$ cat config.mk
export PLATFORM = sky130hd
export DESIGN_NAME = alu_seq
export DESIGN_NICKNAME = d
export VERILOG_FILES = /design/src/rtl/alu_seq.sv
export SDC_FILE = /design/constraint.sdc
export NUM_CORES = 1
export LEC_CHECK = 0
export CORE_AREA = 2 2 110 112
export DETAILED_ROUTE_END_ITERATION = 16
export DIE_AREA = 0 0 112 114
export GPL_TIMING_DRIVEN = 0
export SYNTH_ARGS = -nofsm -noshare
export SYNTH_HDL_FRONTEND = slang
export SYNTH_SLANG_ARGS = --single-unit
export TNS_END_PERCENT = 20
$ cat constraint.sdc
create_clock -name clk -period 2.9 [get_ports clk]
set_input_delay 0.725 -clock clk [delete_from_list [all_inputs] [get_ports clk]]
set_output_delay 0.725 -clock clk [all_outputs]
set_load 0.02 [all_outputs]
$ cat src/rtl/alu_seq.sv
`default_nettype none
//==============================================================================
// Module   : alu_seq
// Brief    : Multi-cycle ALU of the Jac1-8 datapath. Arithmetic, logic and
//            shift ops finish in one cycle. MUL (shift-add) and DIV
//            (restoring) iterate one bit per clock behind a start/busy/done
//            handshake. Feeds the status register (alu_status + stat_wr).
// Options  : define ALU_DIV_EN to build the divider; without it op 11 is a
//            NOP and no divider logic exists.
// Revision : 1.0 - initial release
//==============================================================================
module alu_seq #(
    parameter int DATA_WIDTH      = 8,
    parameter int NUM_STATUS_BITS = 6
) (
    input  logic                       clk,
    input  logic                       res_n,
    input  logic                       start,
    input  logic [3:0]                 op,
    input  logic [DATA_WIDTH-1:0]      a,
    input  logic [DATA_WIDTH-1:0]      b,
    input  logic                       carry_in,
    output logic [DATA_WIDTH-1:0]      result,
    output logic [DATA_WIDTH-1:0]      result_hi,
    output logic [NUM_STATUS_BITS-1:0] alu_status,
    output logic                       stat_wr,
    output logic                       busy,
    output logic                       done
);

    localparam int CNT_W = (DATA_WIDTH > 2) ? $clog2(DATA_WIDTH) : 1;
    localparam int HALF  = DATA_WIDTH / 2;
    localparam int MSB   = DATA_WIDTH - 1;

    localparam logic [CNT_W-1:0] c_last_iter = CNT_W'(DATA_WIDTH - 1);

    // op encodings
    localparam logic [3:0] c_op_add       = 4'd0;
    localparam logic [3:0] c_op_adc       = 4'd1;
    localparam logic [3:0] c_op_sub       = 4'd2;
    localparam logic [3:0] c_op_sbc       = 4'd3;
    localparam logic [3:0] c_op_and       = 4'd4;
    localparam logic [3:0] c_op_or        = 4'd5;
    localparam logic [3:0] c_op_xor       = 4'd6;
    localparam logic [3:0] c_op_not       = 4'd7;
    localparam logic [3:0] c_op_shl       = 4'd8;
    localparam logic [3:0] c_op_shr       = 4'd9;
    localparam logic [3:0] c_op_mul       = 4'd10;
    localparam logic [3:0] c_op_div       = 4'd11;
    localparam logic [3:0] c_op_nop_first = 4'd12;

    // status bit positions {E,H,V,N,Z,C}
    localparam int c_flag_c = 0;
    localparam int c_flag_z = 1;
    localparam int c_flag_n = 2;
    localparam int c_flag_v = 3;
    localparam int c_flag_h = 4;
    localparam int c_flag_e = 5;

    // controller states
    localparam logic [1:0] c_state_idle = 2'd0;
    localparam logic [1:0] c_state_iter = 2'd1;
    localparam logic [1:0] c_state_done = 2'd2;

    logic [1:0]                 r_state;
    logic [1:0]                 w_state_nxt;
    logic [CNT_W-1:0]           r_cnt;
    logic [DATA_WIDTH-1:0]      r_hi;
    logic [DATA_WIDTH-1:0]      r_lo;
    logic [DATA_WIDTH-1:0]      r_b;
    logic [DATA_WIDTH-1:0]      r_result;
    logic [DATA_WIDTH-1:0]      r_result_hi;
    logic [NUM_STATUS_BITS-1:0] r_status;
    logic                       r_wr;

    logic                       w_is_iter_op;
    logic                       w_is_nop;
    logic                       w_start_iter;
    logic                       w_load_simple;
    logic                       w_load_iter;

    logic                       w_cin;
    logic [DATA_WIDTH:0]        w_sum;
    logic [DATA_WIDTH:0]        w_dif;
    logic [DATA_WIDTH-1:0]      w_simple_res;
    logic [NUM_STATUS_BITS-1:0] w_simple_stat;
    logic                       w_c;
    logic                       w_h;
    logic                       w_v;

    logic [DATA_WIDTH:0]        w_mul_sum;
    logic [DATA_WIDTH-1:0]      w_step_hi;
    logic [DATA_WIDTH-1:0]      w_step_lo;
    logic [DATA_WIDTH-1:0]      w_iter_res;
    logic [DATA_WIDTH-1:0]      w_iter_hi;
    logic [NUM_STATUS_BITS-1:0] w_iter_stat;

`ifdef ALU_DIV_EN
    logic                       w_div_sel;
    logic                       r_is_div;
    logic [DATA_WIDTH-1:0]      r_a;
    logic [DATA_WIDTH:0]        w_div_shift;
    logic [DATA_WIDTH:0]        w_div_trial;

    assign w_div_sel    = (op == c_op_div);
    assign w_is_iter_op = (op == c_op_mul) || w_div_sel;
    assign w_is_nop     = (op >= c_op_nop_first);
`else
    assign w_is_iter_op = (op == c_op_mul);
    assign w_is_nop     = (op == c_op_div) || (op >= c_op_nop_first);
`endif

    assign busy    = (r_state != c_state_idle);
    assign done    = (r_state == c_state_done);
    assign stat_wr = r_wr;

    assign result     = r_result;
    assign result_hi  = r_result_hi;
    assign alu_status = r_status;

    // Single-cycle datapath: computes result and flags straight from the inputs
    always_comb begin
        w_cin        = carry_in & ((op == c_op_adc) || (op == c_op_sbc));
        w_sum        = {1'b0, a} + {1'b0, b} + {{DATA_WIDTH{1'b0}}, w_cin};
        w_dif        = {1'b0, a} - {1'b0, b} - {{DATA_WIDTH{1'b0}}, w_cin};
        w_simple_res = '0;
        w_c          = 1'b0;
        w_h          = 1'b0;
        w_v          = 1'b0;
        case (op)
            c_op_add, c_op_adc: begin
                w_simple_res = w_sum[MSB:0];
                w_c          = w_sum[DATA_WIDTH];
                // carry into the upper nibble recovered from the sum bit
                w_h          = a[HALF] ^ b[HALF] ^ w_sum[HALF];
                w_v          = (a[MSB] == b[MSB]) && (w_sum[MSB] != a[MSB]);
            end
            c_op_sub, c_op_sbc: begin
                w_simple_res = w_dif[MSB:0];
                w_c          = w_dif[DATA_WIDTH];
                // borrow into the upper nibble recovered from the difference bit
                w_h          = a[HALF] ^ b[HALF] ^ w_dif[HALF];
                w_v          = (a[MSB] != b[MSB]) && (w_dif[MSB] != a[MSB]);
            end
            c_op_and: w_simple_res = a & b;
            c_op_or:  w_simple_res = a | b;
            c_op_xor: w_simple_res = a ^ b;
            c_op_not: w_simple_res = ~a;
            c_op_shl: begin
                w_simple_res = {a[DATA_WIDTH-2:0], 1'b0};
                w_c          = a[MSB];
            end
            c_op_shr: begin
                w_simple_res = {1'b0, a[MSB:1]};
                w_c          = a[0];
            end
            default: ;
        endcase
        w_simple_stat           = '0;
        w_simple_stat[c_flag_c] = w_c;
        w_simple_stat[c_flag_z] = (w_simple_res == '0);
        w_simple_stat[c_flag_n] = w_simple_res[MSB];
        w_simple_stat[c_flag_v] = w_v;
        w_simple_stat[c_flag_h] = w_h;
    end

    // One iteration of shift-add multiply (or restoring divide) on the working pair
    always_comb begin
        w_mul_sum = {1'b0, r_hi};
        if (r_lo[0]) begin
            w_mul_sum = {1'b0, r_hi} + {1'b0, r_b};
        end
        w_step_hi = w_mul_sum[DATA_WIDTH:1];
        w_step_lo = {w_mul_sum[0], r_lo[MSB:1]};
`ifdef ALU_DIV_EN
        // remainder in r_hi, dividend shifts out of r_lo while quotient shifts in
        w_div_shift = {r_hi, r_lo[MSB]};
        w_div_trial = w_div_shift - {1'b0, r_b};
        if (r_is_div) begin
            if (!w_div_trial[DATA_WIDTH]) begin
                w_step_hi = w_div_trial[MSB:0];
                w_step_lo = {r_lo[DATA_WIDTH-2:0], 1'b1};
            end else begin
                w_step_hi = w_div_shift[MSB:0];
                w_step_lo = {r_lo[DATA_WIDTH-2:0], 1'b0};
            end
        end
`endif
    end

    // Final MUL/DIV outputs and flags, taken from the last iteration step
    always_comb begin
        w_iter_res              = w_step_lo;
        w_iter_hi               = w_step_hi;
        w_iter_stat             = '0;
        w_iter_stat[c_flag_z]   = ({w_step_hi, w_step_lo} == '0);
        w_iter_stat[c_flag_n]   = w_step_hi[MSB];
        w_iter_stat[c_flag_v]   = (w_step_hi != '0);
`ifdef ALU_DIV_EN
        if (r_is_div) begin
            w_iter_stat = '0;
            if (r_b == '0) begin
                // divide by zero: saturated quotient, dividend kept as remainder
                w_iter_res            = '1;
                w_iter_hi             = r_a;
                w_iter_stat[c_flag_e] = 1'b1;
                w_iter_stat[c_flag_n] = 1'b1;
            end else begin
                w_iter_stat[c_flag_z] = (w_step_lo == '0);
                w_iter_stat[c_flag_n] = w_step_lo[MSB];
            end
        end
`endif
    end

    // Next-state and load strobes; start is honoured only in IDLE
    always_comb begin
        w_state_nxt   = r_state;
        w_start_iter  = 1'b0;
        w_load_simple = 1'b0;
        w_load_iter   = 1'b0;
        case (r_state)
            c_state_idle: begin
                if (start) begin
                    if (w_is_iter_op) begin
                        w_state_nxt  = c_state_iter;
                        w_start_iter = 1'b1;
                    end else begin
                        w_state_nxt   = c_state_done;
                        w_load_simple = !w_is_nop;
                    end
                end
            end
            c_state_iter: begin
                if (r_cnt == c_last_iter) begin
                    w_state_nxt = c_state_done;
                    w_load_iter = 1'b1;
                end
            end
            c_state_done: w_state_nxt = c_state_idle;
            default:      w_state_nxt = c_state_idle;
        endcase
    end

    // State register
    always_ff @(posedge clk or negedge res_n) begin
        if (!res_n) begin
            r_state <= c_state_idle;
        end else begin
            r_state <= w_state_nxt;
        end
    end

    // Operand capture and iteration working registers
    always_ff @(posedge clk or negedge res_n) begin
        if (!res_n) begin
            r_cnt    <= '0;
            r_hi     <= '0;
            r_lo     <= '0;
            r_b      <= '0;
`ifdef ALU_DIV_EN
            r_a      <= '0;
            r_is_div <= 1'b0;
`endif
        end else if (w_start_iter) begin
            r_cnt    <= '0;
            r_hi     <= '0;
            r_lo     <= a;
            r_b      <= b;
`ifdef ALU_DIV_EN
            r_a      <= a;
            r_is_div <= w_div_sel;
`endif
        end else if (r_state == c_state_iter) begin
            r_cnt <= r_cnt + CNT_W'(1);
            r_hi  <= w_step_hi;
            r_lo  <= w_step_lo;
        end
    end

    // Visible outputs change only on entry to DONE; NOPs leave them untouched
    always_ff @(posedge clk or negedge res_n) begin
        if (!res_n) begin
            r_result    <= '0;
            r_result_hi <= '0;
            r_status    <= '0;
            r_wr        <= 1'b0;
        end else begin
            r_wr <= w_load_simple | w_load_iter;
            if (w_load_simple) begin
                r_result    <= w_simple_res;
                r_result_hi <= '0;
                r_status    <= w_simple_stat;
            end else if (w_load_iter) begin
                r_result    <= w_iter_res;
                r_result_hi <= w_iter_hi;
                r_status    <= w_iter_stat;
            end
        end
    end

endmodule
`default_nettype wire
# Word-level counts from Yosys, hierarchy flattened
# Cells that the tools add are included.
[word_totals] inputBits=24 register_bits=52 output_inout_bits=25
[op_classes] n_bitwise=9 order_cmp=1 n_mux=29 eq_ne=20 add_sub_neg=6 n_reduce_logical=16
[ops] cell="8-bit two-way mux" count=8
[ops] cell="8-bit one-hot mux with 8 select lines" count=1
[ops] cell="8-bit by 8-bit adder with 9-bit output" count=2
[ops] cell="4-bit by 3-bit equality test with 1-bit output, second input constant" count=4
[ops] cell="4-bit equality test, second input constant" count=4
[ops] cell="16-bit logical NOT" count=1
[ops] cell="6-bit two-way mux" count=2
[ops] cell="9-bit by 1-bit adder with 9-bit output" count=1
[ops] cell="9-bit two-way mux" count=1
[ops] cell="8-bit by 8-bit subtractor with 9-bit output" count=1
[ops] cell="9-bit by 1-bit subtractor with 9-bit output" count=1
[ops] cell="8-bit bitwise AND" count=1
[ops] cell="4-bit by 2-bit equality test with 1-bit output, second input constant" count=2
[ops] cell="8-bit logical NOT" count=1
[ops] cell="1-bit two-way mux" count=8
[ops] cell="8-bit inverter" count=1
[ops] cell="8-bit OR" count=1
[ops] cell="8-bit nonzero test" count=1
[ops] cell="8-bit XOR" count=1
[ops] cell="2-bit two-way mux" count=3
[ops] cell="3-bit two-way mux" count=2
[ops] cell="2-bit nonzero test" count=3
[ops] cell="4-bit by 1-bit equality test with 1-bit output, second input constant" count=1
[ops] cell="4-bit greater-or-equal comparator, second input constant" count=1
[ops] cell="other kinds (20)" count=29

# Depth between registers and ports, before layout
[depth] depth_word=8 depth_mapped=15 ltp_nobuf=14

# Worst setup path after synthesis
# Ideal clock, no wire load.
[synth_path] path_kind="in2reg" startpoint="in op[0]" endpoint="reg r_status[1] (netlist: alu_status[1])" required_time_ns=2.818 path_buffers=2 stages=15 path_slack_ns=-1.082 arrival_ns=3.901 cell_sequence="clkbuf_1 buf_1 nand3_1 inv_1 fa_1 inv_1 ha_1 o21ai_0 a211oi_1 a21o_1 nor3_1 a31o_2 a221o_1 or4_1 a31oi_1"
[synth_between] elab_chain_len=7 elab_cells_between_ends=28 classes_between="2 x add/sub; 1 x order compare; 11 x eq/ne; 5 x mux; 1 x bitwise; 8 x reduce/logical"
[synth_rtl] item="start: declaration" line_no="19" text="input logic [3:0] op,"
[synth_rtl] item="4-bit by 1-bit equality test with 1-bit output, or another cell as far along" line_no="123, 130"
[synth_rtl] item="1-bit logical OR, on equally long branches" line_no="123, 110"
[synth_rtl] item="1-bit bitwise AND or 1-bit logical NOT (tied branches)" line_no="123, 230"
[synth_rtl] item="9-bit by 1-bit subtractor with 9-bit output, or another cell as far along" line_no="125" text="w_dif = {1'b0, a} - {1'b0, b} - {{DATA_WIDTH{1'b0}}, w_cin};"
[synth_rtl] item="8-bit one-hot mux with 8 select lines or 1-bit two-way mux (tied branches)" line_no="130, 224"
[synth_rtl] item="8-bit logical NOT or 1-bit two-way mux (tied branches)" line_no="161, 222"
[synth_rtl] item="6-bit two-way mux or 2-bit nonzero test (tied branches)"
[synth_rtl] item="end signal: assignment" line_no="293" text="r_status <= w_simple_stat;"
[synth_rtl] item="end signal: assignment" line_no="297" text="r_status <= w_iter_stat;"
[synth_rtl] item="end: declaration" line_no="73" text="logic [NUM_STATUS_BITS-1:0] r_status;"
# Several ways; a longest one is shown, not always the timed one.
# A chain may end at the register's enable or synchronous reset.

# Final worst setup path
[layout_path] startpoint="in a[3]" endpoint="reg r_status[1] (netlist: alu_status[1])"
[layout_between] elab_chain_len=5 elab_cells_between_ends=11 classes_between="4 x add/sub; 2 x mux; 4 x bitwise; 1 x reduce/logical"
[layout_rtl] item="start: declaration" line_no="20" text="input logic [DATA_WIDTH-1:0] a,"
[layout_rtl] item="8-bit by 8-bit subtractor with 9-bit output or 8-bit by 8-bit adder with 9-bit output (tied branches)" line_no="125, 124"
[layout_rtl] item="9-bit by 1-bit subtractor with 9-bit output or 9-bit by 1-bit adder with 9-bit output (tied branches)" line_no="125, 124"
[layout_rtl] item="8-bit one-hot mux with 8 select lines (*)" line_no="130" text="case (op)"
[layout_rtl] item="8-bit logical NOT (*)" line_no="161" text="w_simple_stat[c_flag_z] = (w_simple_res == '0);"
[layout_rtl] item="6-bit two-way mux (*)" line_no="290" text="if (w_load_simple) begin"
# Every way passes the cells marked *; elsewhere a longest branch is shown, timed or not.

==> impl_metrics.toml <==
[yosys]
synthDistinctLibCells = 56
yosys-top-cells-area = "dfrtp_1, ha_1, nand2_1"
netlist_instances = 470
ys_ff_latch = 51
ys.flop_type = "dfrtp_1"
synth_commonest_cells = "nand2_1, dfrtp_1, ha_1, nor2_1"
avgSynthCellArea_um2 = 8.647
ys_seq_area_frac = 0.3140
synthesis.area_um2 = 4064
synth-edff-count = 0
synth_warnings = 0
synth_top_area_share = 0.3140
syn-num-nets = 539
synth_most_common_cell = "nand2_1"
yosys.area.top_type = "dfrtp_1"
async_flop_share = 1.000

[critical_path]
r2r-start = "r_hi[0]"
worstPathMaxFanout = 6
worstPathRequired_ns = 3.12
critPathKind = "in -> reg"
critPathCaptureType = "register"
reg2reg_to = "alu_status[3]"
crit_top_cell = "nor3_2"
rr_worst_depth = 10
crit_path_start_kind = "input port"
crit_chain = "clkdlybuf4s15_2, inv_1, ha_2, ha_1, nor3_2, a211oi_2, a21o_1, nor3_2, a31o_2, a221o_1, or4_1, a31oi_1"
r2r_slack_ns = 0.11
slowest_delay_ns = 0.41
cpMaxStageDelayCell = "or4_1"
crit_arrival_ns = 3.59

[detailed_routing]
post-route-drc-count = 0
firstDrtPassIters = 5
drt-initial-drc-count = 205
wl_per_cell_um = 17.82
wl_um = 12220
drtAntennaViolNets = 0
vias = 3775
vias_per_cell = 5.503

[clocking]
cts_root_buf = "clkbuf_16"
cts.clk_slew.worst_paths_ns = 0.07
cts_buffers = 5
clk_latency_ns = 0.29
htreeDepth = 2
cts_sinks = 51
cts_buffer_depth = 2
cts_tree = "done"

[power_and_ir_drop]
p_leak_nw = 2.307
vdd_drop_max_v = 0.0003731
p_total_mw = 3.137
power.density_nw_per_um2 = 603.9

[sta]
final_max_slew_viol_count = 0
fmax_ghz = 0.2963
finClkSkew_ns = 0.006776
worst_hold_slack_ns = 0.3336
tightest_slew_ns = 0.6890
setup_viol = 4
min_period_over_period = 1.164
hold_violations = 0
worst_slack_ns = -0.4746
maxSlewHeadroom = 0.5392
rsz0062_at_grt = "yes"
period_minus_slack_ns = 3.375

[floorplan]
rows = 40
die_y_um = 114
fp.dieW_um = 112
initial_core_util = 0.3470
ioPinCount = 49
core_area_um2 = 11710
fp.dieArea_um2 = 12770

[global_routing]
grt_pass1_vias = 3770
grt_overflow = 0
grt_usage = 0.1938
grt_antenna_before_repair = 0
grt_max_degree = 39
grt_pass1_wl_um = 19820

[placement]
io_buffers = 46
place_ws_ns = -1.734
globalplace.congestion = 0.9401
place_area_um2 = 4820
dpl.hpwl_um = 9515

[run]
cap_violations = 0

[final_layout]
fin_nets = 607
diodes = 0
drive_above_1_share = 0.1725
fillerInstances = 1168
syn_to_final_growth_pct = 27.80
fin_area_um2 = 5194

[min_path]
hold_path.class = "in -> async"

[run_status]
violations = "negative setup slack"
status = "complete, but fails checks"
==> metrics by stage <==
stage,TNS (ns),cells,util
final,-1.672,686,0.4435
after global routing,-2.108,686,0.4435
after CTS,-1.832,682,0.4368
after detailed placement,-33.89,664,0.4115
after global placement,-52.35,663,0.4103
after floorplan,-1.621,470,-
==> how the worst max path moves through the flow <==
stage / cells after the start / startpoint / endpoint / slack, ns
CTS: 15 / op[0] / alu_status[1] / -0.57
floorplan: 15 / op[3] / alu_status[1] / -0.54
detailed placement: 14 / op[0] / alu_status[1] / -1.73
global placement: 14 / op[0] / alu_status[1] / -1.76
finish: 12 / a[3] / alu_status[1] / -0.47
global route: 15 / op[3] / alu_status[1] / -0.58
==> power breakdown <==
part	internal, mW	switching [mW]
clock	0.320	0.266
combinational	0.672	0.800
sequential	0.910	0.169
total	1.90	1.23
==> critical path, delay by kind of cell <==
kind,cells,cell delay [ns]
simple gates,3,0.55
compound gates,5,1.21
fa+ha+maj,2,0.72
buf+inv,2,0.39
==> state kept, by name, indices dropped and copies added, names as in the netlist, 2 cells and up <==
signal and count:
result_hi 8, r_cnt 3, r_state 2, alu_status 5, r_lo 8, result 8
r_hi 8, r_b 8
==> kinds of logic (layout without fill, tap and decap cells) <==
logic type               count (synthesis)  after routing  synth area share
AO/OA/AOI/OAI                          126            126            0.2109
XOR/XNOR                                17             17           0.03664
adder cells (fa/ha/maj)                 45             45            0.1478
buffers and inverters                   54            123           0.05111
flip-flops                              51             51            0.3140
multiplexers                            22             22           0.06281
other                                    1              1         0.0009228
AND/OR/NAND/NOR                        154            154            0.1758
==> layout by cell type (no fill, tap or decap), types with 15 or more instances in the layout <==
cell type / n
o21ai_0: 26
dfrtp_1: 51
nand2_1: 52
clkdlybuf4s50_1: 30
nor2_1: 32
ha_1: 33
nand3_1: 15
buf_4: 16
inv_1: 28
a21oi_1: 15
==> repair_timing <==
item	CTS	global route
gates cloned	0	0
setup buffers	10	5
endpoints found under the setup margin	43	15
pin swaps	16	15
hold buffers	0	0
hold endpoints to repair	0	0
resized for setup	61	23
==> routing by layer <==
layer  GRT usage  part of all wire  vias to the layer above  wire length, um
li1            -                 -                     1831                -
met1      0.2733              0.47                     1801             5710
met2      0.2994              0.45                      114             5486
met3     0.02710             0.052                       29              641
met4     0.08293             0.031                        0              385
met5           0                 0                        -                0
==> area by class of cell <==
cell class | count | area, um^2 | area share
Clock inverter | 3 | 18.77 | 0.003614
Sequential cell | 51 | 1276 | 0.2457
Multi-Input combinational cell | 365 | 2761 | 0.5317
Inverter | 32 | 120.1 | 0.02313
Tap cell | 147 | 183.9 | 0.03541
Clock buffer | 5 | 125.1 | 0.02409
Buffer | 21 | 125.1 | 0.02409
Timing Repair Buffer | 62 | 583.1 | 0.1123
(Power assumes the default switching activity.)
